`config.mk`:
```
export PLATFORM = sky130hd
export DESIGN_NAME = program_loader
export DESIGN_NICKNAME = d
export VERILOG_FILES = /design/src/rtl/program_loader.sv
export SDC_FILE = /design/constraint.sdc
export NUM_CORES = 1
export LEC_CHECK = 0
export ABC_AREA = 1
export CORE_UTILIZATION = 51
export DETAILED_ROUTE_END_ITERATION = 7
export GPL_ROUTABILITY_DRIVEN = 1
export PLACE_DENSITY_LB_ADDON = 0.08
export SLEW_MARGIN = 20
export SYNTH_ARGS = -nofsm -noshare
export SYNTH_HDL_FRONTEND = slang
export SYNTH_SLANG_ARGS = --single-unit
```
`constraint.sdc`:
```
create_clock -name clk -period 2.02 [get_ports clk]
set_input_delay 0.404 -clock clk [delete_from_list [all_inputs] [get_ports clk]]
set_output_delay 0.404 -clock clk [all_outputs]
set_load 0.05 [all_outputs]
```
`src/rtl/program_loader.sv`:
```
// Boot/IO loader: pulls a length-prefixed program image from the UART into instruction RAM,
// starts the core, then streams a fixed data-RAM window back out as little-endian bytes.
module program_loader #(
  parameter logic [31:0] DUMP_BASE  = 32'h0000_0000,
  parameter int unsigned DUMP_WORDS = 16
) (
  input  logic        clk,
  input  logic        rstn,
  input  logic [7:0]  rx_data,
  input  logic        rx_valid,
  output logic        rx_ready,
  output logic        wr_en_instr,
  output logic [31:0] addr_in_instr,
  output logic [31:0] data_in_instr,
  output logic        core_start,
  input  logic        core_end,
  output logic        memread_io,
  output logic        memwrite_io,
  output logic [31:0] addr_io,
  input  logic [31:0] data_from_memory_io,
  input  logic        data_ready_io,
  output logic [7:0]  tx_data,
  output logic        tx_valid,
  input  logic        tx_ready,
  output logic        done
);

  typedef enum logic [3:0] {
    ST_HDR, ST_LOAD, ST_WRITE, ST_RUN, ST_RD, ST_RDGAP, ST_RDWAIT, ST_TX, ST_FIN
  } state_t;

  state_t      state_r, state_s;
  logic [1:0]  byte_idx_r, byte_idx_s;
  logic [31:0] word_r, word_s;
  logic [31:0] addr_r, addr_s;
  logic [31:0] remaining_r, remaining_s;
  logic [31:0] raddr_r, raddr_s;
  logic [31:0] cnt_r, cnt_s;
  logic [31:0] shift_r, shift_s;
  logic        rx_ready_r, wr_en_r, core_start_r, memread_r, tx_valid_r, done_r;
  logic        rx_fire_s;

  function automatic logic [31:0] put_byte(input logic [31:0] w, input logic [1:0] idx,
                                           input logic [7:0] b);
    logic [31:0] r;
    r = w;
    case (idx)
      2'd0:    r[7:0]   = b;
      2'd1:    r[15:8]  = b;
      2'd2:    r[23:16] = b;
      2'd3:    r[31:24] = b;
      default: r        = w;
    endcase
    return r;
  endfunction

  assign rx_fire_s = rx_valid && rx_ready_r;

  // Next-state and datapath updates for the whole load / run / dump sequence.
  always_comb begin
    state_s     = state_r;
    byte_idx_s  = byte_idx_r;
    word_s      = word_r;
    addr_s      = addr_r;
    remaining_s = remaining_r;
    raddr_s     = raddr_r;
    cnt_s       = cnt_r;
    shift_s     = shift_r;
    case (state_r)
      ST_HDR: begin
        if (rx_fire_s) begin
          word_s     = put_byte(word_r, byte_idx_r, rx_data);
          byte_idx_s = byte_idx_r + 2'd1;
          if (byte_idx_r == 2'd3) begin
            if (word_s == 32'd0) begin
              state_s = ST_RUN;
            end else begin
              state_s     = ST_LOAD;
              addr_s      = 32'd0;
              remaining_s = word_s;
            end
          end else begin
            state_s = ST_HDR;
          end
        end else begin
          state_s = ST_HDR;
        end
      end
      ST_LOAD: begin
        if (rx_fire_s) begin
          word_s     = put_byte(word_r, byte_idx_r, rx_data);
          byte_idx_s = byte_idx_r + 2'd1;
          if (byte_idx_r == 2'd3) begin
            state_s = ST_WRITE;
          end else begin
            state_s = ST_LOAD;
          end
        end else begin
          state_s = ST_LOAD;
        end
      end
      ST_WRITE: begin
        addr_s      = addr_r + 32'd4;
        remaining_s = remaining_r - 32'd1;
        if (remaining_r == 32'd1) begin
          state_s = ST_RUN;
        end else begin
          state_s = ST_LOAD;
        end
      end
      ST_RUN: begin
        if (core_end) begin
          raddr_s = DUMP_BASE;
          cnt_s   = DUMP_WORDS;
          if (DUMP_WORDS == 32'd0) begin
            state_s = ST_FIN;
          end else begin
            state_s = ST_RD;
          end
        end else begin
          state_s = ST_RUN;
        end
      end
      ST_RD:    state_s = ST_RDGAP;
      // The RAM still shows ready the cycle after a request, so that cycle is skipped.
      ST_RDGAP: state_s = ST_RDWAIT;
      ST_RDWAIT: begin
        if (data_ready_io) begin
          shift_s    = data_from_memory_io;
          byte_idx_s = 2'd0;
          state_s    = ST_TX;
        end else begin
          state_s = ST_RDWAIT;
        end
      end
      ST_TX: begin
        if (tx_ready) begin
          shift_s    = {8'd0, shift_r[31:8]};
          byte_idx_s = byte_idx_r + 2'd1;
          if (byte_idx_r == 2'd3) begin
            raddr_s = raddr_r + 32'd4;
            cnt_s   = cnt_r - 32'd1;
            if (cnt_r == 32'd1) begin
              state_s = ST_FIN;
            end else begin
              state_s = ST_RD;
            end
          end else begin
            state_s = ST_TX;
          end
        end else begin
          state_s = ST_TX;
        end
      end
      ST_FIN:  state_s = ST_FIN;
      default: begin
        state_s    = ST_HDR;
        byte_idx_s = 2'd0;
      end
    endcase
  end

  // State, datapath and output registers; strobes are decoded from the next state.
  always_ff @(posedge clk or negedge rstn) begin
    if (!rstn) begin
      state_r      <= ST_HDR;
      byte_idx_r   <= 2'd0;
      word_r       <= 32'd0;
      addr_r       <= 32'd0;
      remaining_r  <= 32'd0;
      raddr_r      <= 32'd0;
      cnt_r        <= 32'd0;
      shift_r      <= 32'd0;
      rx_ready_r   <= 1'b1;
      wr_en_r      <= 1'b0;
      core_start_r <= 1'b0;
      memread_r    <= 1'b0;
      tx_valid_r   <= 1'b0;
      done_r       <= 1'b0;
    end else begin
      state_r      <= state_s;
      byte_idx_r   <= byte_idx_s;
      word_r       <= word_s;
      addr_r       <= addr_s;
      remaining_r  <= remaining_s;
      raddr_r      <= raddr_s;
      cnt_r        <= cnt_s;
      shift_r      <= shift_s;
      rx_ready_r   <= (state_s == ST_HDR) || (state_s == ST_LOAD);
      wr_en_r      <= (state_s == ST_WRITE);
      core_start_r <= state_s inside {ST_RUN, ST_RD, ST_RDGAP, ST_RDWAIT, ST_TX, ST_FIN};
      memread_r    <= (state_s == ST_RD);
      tx_valid_r   <= (state_s == ST_TX);
      done_r       <= (state_s == ST_FIN);
    end
  end

  assign rx_ready      = rx_ready_r;
  assign wr_en_instr   = wr_en_r;
  assign addr_in_instr = addr_r;
  assign data_in_instr = word_r;
  assign core_start    = core_start_r;
  assign memread_io    = memread_r;
  assign memwrite_io   = 1'b0;
  assign addr_io       = raddr_r;
  assign tx_data       = shift_r[7:0];
  assign tx_valid      = tx_valid_r;
  assign done          = done_r;

endmodule

```
; Yosys cells after proc, flatten, opt, wreduce, memory -nomap -nowiden
; Cells that the tools add are included.
[op_classes]
n_addsub = 5
multipliers = 0
div = 0
order_cmp = 0
eq_ne = 30
shifts = 0
n_mux = 50
n_bitwise = 1
n_reduce_logical = 18
[op_table]
columns = operator, count
row1 = 2-to-1 mux 32 bit, 16
row2 = one-hot mux 32 bit (2 select lines), 6
row3 = 2-to-1 mux 8 bit, 12
row4 = adder 32 x 3 -> 32 bit (second input constant), 2
row5 = == test 32 x 1 -> 1 bit (second input constant), 2
row6 = subtractor 32 x 1 -> 32 bit (second input constant), 2
row7 = one-hot mux 4 bit (9 select lines), 1
row8 = == test 4 x 3 -> 1 bit (second input constant), 8
row9 = zero test 32 bit, 1
row10 = 2-to-1 mux 4 bit, 6
row11 = == test 4 x 2 -> 1 bit (second input constant), 4
row12 = inequality test 2 bit (second input constant), 8
row13 = 2-to-1 mux 2 bit, 6
row14 = AND reduction 4 bit, 3
row15 = == test 4 x 1 -> 1 bit (second input constant), 2
row16 = == test 4 bit (second input constant), 2
row17 = zero test 4 bit, 2
row18 = one-hot mux 2 bit (4 select lines), 1
row19 = nonzero test 2 bit, 4
row20 = AND reduction 3 bit, 2
row21 = nonzero test 6 bit, 1
row22 = OR reduction 5 bit, 1
row23 = == test 2 bit (second input constant), 2
row24 = 2-to-1 mux 3 bit, 1
row25 = other kinds (9), 9
[totals]
reg_bits = 204
latch_bits = 0
ram_bits = 0
rom_bits = 0
output_inout_bits = 111
n_memories = 0

; Logic depth before layout (Yosys ltp)
[logic_depth]
ltp_word = 11
depth_mapped = 16

; Least setup slack after synthesis
; No wires, ideal clock.
[synth_path]
path_type = flip-flop to flip-flop
from = register addr_r[2], in the netlist addr_in_instr[2]
to = register addr_r[26], in the netlist addr_in_instr[26]
setup_ps = 66
t_arrival_ps = 1986
required_time_ps = 1954
slack_ps = -32
path_stages_with_launch = 9
path_buffers = 0
cell_sequence = dfrtp_1 ha_1 inv_1 nor3_1 inv_1 nor2_1 a21oi_1 nand3b_1 nand2_1
[synth_between]
elab_chain_cells = 2
[synth_lines]
columns = item, line
row1 = "start, declared", 35  ; logic [31:0] addr_r, addr_s;
row2 = "start signal, assigned", 184  ; addr_r <= addr_s;
row3 = adder 32 x 3 -> 32 bit, 103  ; addr_s = addr_r + 32'd4;
row4 = one-hot mux 32 bit (2 select lines), 69  ; case (state_r)
; Every way passes these cells.
; A chain may end at the register's enable or synchronous reset.

; Worst setup path in the final report
[layout_path]
from = register byte_idx_r[1]
to = register remaining_r[15]
[layout_between]
elab_chain_cells = 8
elab_cells_between_ends = 24
classes_between = eq/ne (5) / mux (16) / reduce/logical (3)
[layout_lines]
columns = item, line
row1 = "start, declared", 33  ; logic [1:0] byte_idx_r, byte_idx_s;
row2 = "start signal, assigned", 182  ; byte_idx_r <= byte_idx_s;
row3 = "parallel branches: the longest is 8 deep, another holds zero test 32 bit", -
row4 = "end signal, assigned", 185  ; remaining_r <= remaining_s;
row5 = "end, declared", 36  ; logic [31:0] remaining_r, remaining_s;
; Parallel ways; which one is timed is not known. The select of a mux whose other input is x is not followed.

==> qor.yml <==
outcome:
  violations: "setup timing"
  status: "finished with violations"
pwr:
  p_leak_nw: 8.489
  p_total_mw: 26.74
  powerDensity_nw_per_um2: 1589
  ir_drop_uv: 734.9
clock_tree:
  clk_latency_ns: 0.45
  clk_pin_slew_ns: 0.08
  cts-root-buf: "clkbuf_16"
  cts.sinks: 200
  htreeDepth: 4
  clock_path_buffers: 2
  cts-buffers-inserted: 17
  cts_tree: "built"
sta:
  slew_headroom_pct: 63.58
  rsz0062_at_grt: "yes"
  tns_ns: -10.37
  min_period_over_period_pct: 110.5
  setup_ws_ns: -0.2128
  skew_ns: 0.01615
  max_slew.worst_pin.slew_ns: 0.5455
  min_period_ns: 2.233
  setup_violations: 78
  max_freq_mhz: 447.9
  slew_viol_final: 0
  hold_viol_final: 0
placement:
  port_buffers: 151
  dp_hpwl_mm: 27.39
  dp_cells: 2382
  gp_congestion: 0.9592
global_routing:
  grt_pass1_wl_mm: 60.07
  antenna_found_initial: 0
  grt_pass1_vias: 12110
  grt_use_total_pct: 30.49
  grt_max_degree: 69
  gr-total-overflow: 0
detailed_routing:
  num_vias: 13240
  antenna_left: 0
  viasPerCell: 5.405
  drt_iter0_markers: 1077
  avgRoutedWirePerCell_microns: 15.96
  drt-total-wl_mm: 39.08
  drc: 0
  dr.pass1.iters: 5
worst_setup_path:
  slowest_delay_ns: 0.41
  worst-path-buf-inv: 4
  cp_max_fo: 6
  endpoint_kind: "flip-flop"
  critical_path_arrival_ns: 2.61
  critPathLaunchType: "flip-flop"
  crit_family: "simple AND/OR/NAND/NOR gates"
  crit_path_cell_trace: "buf_6 > ha_4 > buf_4 > o21ai_4 > nand2_2 > nor2_4 > nand2_2 > nor2_4 > nand3_4 > nand3_4 > buf_12 > clkbuf_16 > nand2_2 > nand2_1"
  cp_common_cell: "nand2_2"
  cp_slowest_cell: "dfrtp_1"
  crit_type: "reg -> reg"
  critPathRequiredTime_ns: 2.40
synth:
  yosysSeqAreaShare_pct: 40.11
  synth_area_leaders: "dfrtp_1 (40%), nand2_1 (19%), nor2_1 (7.4%)"
  synth-edff-count: 0
  synth_ff_type: "dfrtp_1"
  yosysWarningCount: 0
  synth_commonest_cells: "nand2_1 (631), nor2_1 (247), dfrtp_1 (199)"
  postSynthAreaPerCell_sq_um: 6.689
  synthCells: 1866
  yosysMostFrequentCell: "nand2_1"
  ys_types: 45
  synth_area_leader_cell: "dfrtp_1"
  synthArstFlopShare_pct: 100.0
  ys_ff_latch: 200
  syn-cell-area_sq_um: 12480
  synth_top_area_share_pct: 39.90
final_layout:
  instances_no_fill: 2449
  utilization_pct: 70.88
  diodes: 0
  area_growth_pct: 34.87
  drive_above_1_share_pct: 18.54
  nets: 2173
floorplan:
  row_count: 56
  fp.dieW_microns: 158.4
  chipHeight_microns: 158.4
  core_sq_um: 23750
  start_util_pct: 52.55
  dieArea_sq_um: 25100
  io_pins: 157
flow_run:
  cap_violations: 0
worst_hold_path:
  hold_class: "in -> async"
==> sequential cells by signal, summed over array words and instances (netlist names) <==
register / flops
data_in_instr: 32
tx_valid: 1
memread_io: 1
state_r: 4
remaining_r: 32
rx_ready: 1
shift_r: 32
core_start: 1
byte_idx_r: 2
wr_en_instr: 1
addr_io: 30
done: 1
cnt_r: 32
addr_in_instr: 30
==> power breakdown <==
part           switching [mW]  total [mW]  internal, mW
clock network            1.81        3.60          1.79
registers                1.75        7.34          5.59
logic                    10.1        15.8          5.73
==> per-layer routing <==
layer	up-vias	part of all wire [%]	track usage [%]	routed length, microns
met3	61	6.0	3.783	2331
met1	6233	43	41.08	16700
met5	-	0	0	0
met4	0	2.3	8.425	909
met2	456	49	51.48	19140
li1	6488	-	-	-
==> through the flow <==
stage               setup slack, ns  area, sq um  hold slack [ns]
floorplan                   0.04038        12500           0.1084
global placement            -0.3248        14990           0.3262
detailed placement          -0.3988        14990           0.3291
CTS                         -0.1318        15870           0.4172
global route                -0.2785        16830           0.4442
finish                      -0.2128        16830           0.4193
==> cell usage in the layout, fill, tap and decap left out, types with 6 or more instances in the layout <==
cell	Yosys	routed
nand2_1	631	535
nor2_1	247	226
dfrtp_1	199	197
inv_1	193	187
buf_4	14	145
nand3_1	143	139
o21ai_0	108	101
nand2_2	1	76
nand4_1	64	64
clkdlybuf4s50_1	0	47
dlymetal6s2s_1	0	46
nor3_1	37	35
a21oi_1	38	33
clkbuf_16	0	23
nand2_4	0	21
buf_12	0	21
dlygate4sd2_1	0	20
xor2_1	17	17
or2_2	16	16
nor2_4	0	13
nand3b_1	12	12
nor2_2	3	11
o21a_1	10	10
a31oi_1	10	10
buf_6	9	10
o21ai_1	9	8
o211ai_1	8	8
inv_2	2	6
clkinv_8	0	6
ha_1	10	6
==> logic make-up after synthesis <==
family	after synthesis	share of synthesized area (%)
mux	1	0.08020
flops	200	40.11
compound gates	197	8.641
fa+ha+maj	10	1.002
other cells	1	0.03004
xor+xnor	21	1.473
simple gates	1166	39.43
buf+inv	270	9.232
==> final cells by class <==
type | count | area, sq um
clock buffer | 18 | 429.2
clock inverter | 14 | 185.2
fill | 1999 | 6918
inverter | 197 | 763.2
multi-input combinational | 1400 | 6983
sequential | 200 | 5009
tap | 319 | 399.1
timing repair buffer | 301 | 3067
==> path summary, 6_finish.rpt <==
| kind | start | end | slack, ns | cells past startpoint |
|---|---|---|---|---|
| min in group clk | cnt_r[9] | cnt_r[9] | 0.49 | 1 |
| max in group asynchronous | rstn | rx_ready | 0.91 | 3 |
| hold reg to reg | cnt_r[9] | cnt_r[9] | 0.49 | 1 |
| setup reg to reg | byte_idx_r[1] | remaining_r[15] | -0.21 | 14 |
| setup / recovery | byte_idx_r[1] | remaining_r[15] | -0.21 | 14 |
| hold / removal | rstn | data_in_instr[22] | 0.42 | 2 |
==> repair_timing <==
item | 4_1_cts | 5_1_grt
setup endpoints to repair | 147 | 168
buffers inserted | 11 | 18
endpoints found under the hold margin | 24 | 0
resized for setup | 67 | 225
hold buffers | 1 | 0
pin swaps | 5 | 81
gates cloned | 2 | 6
Note: power is estimated with default switching activity, not from simulation.
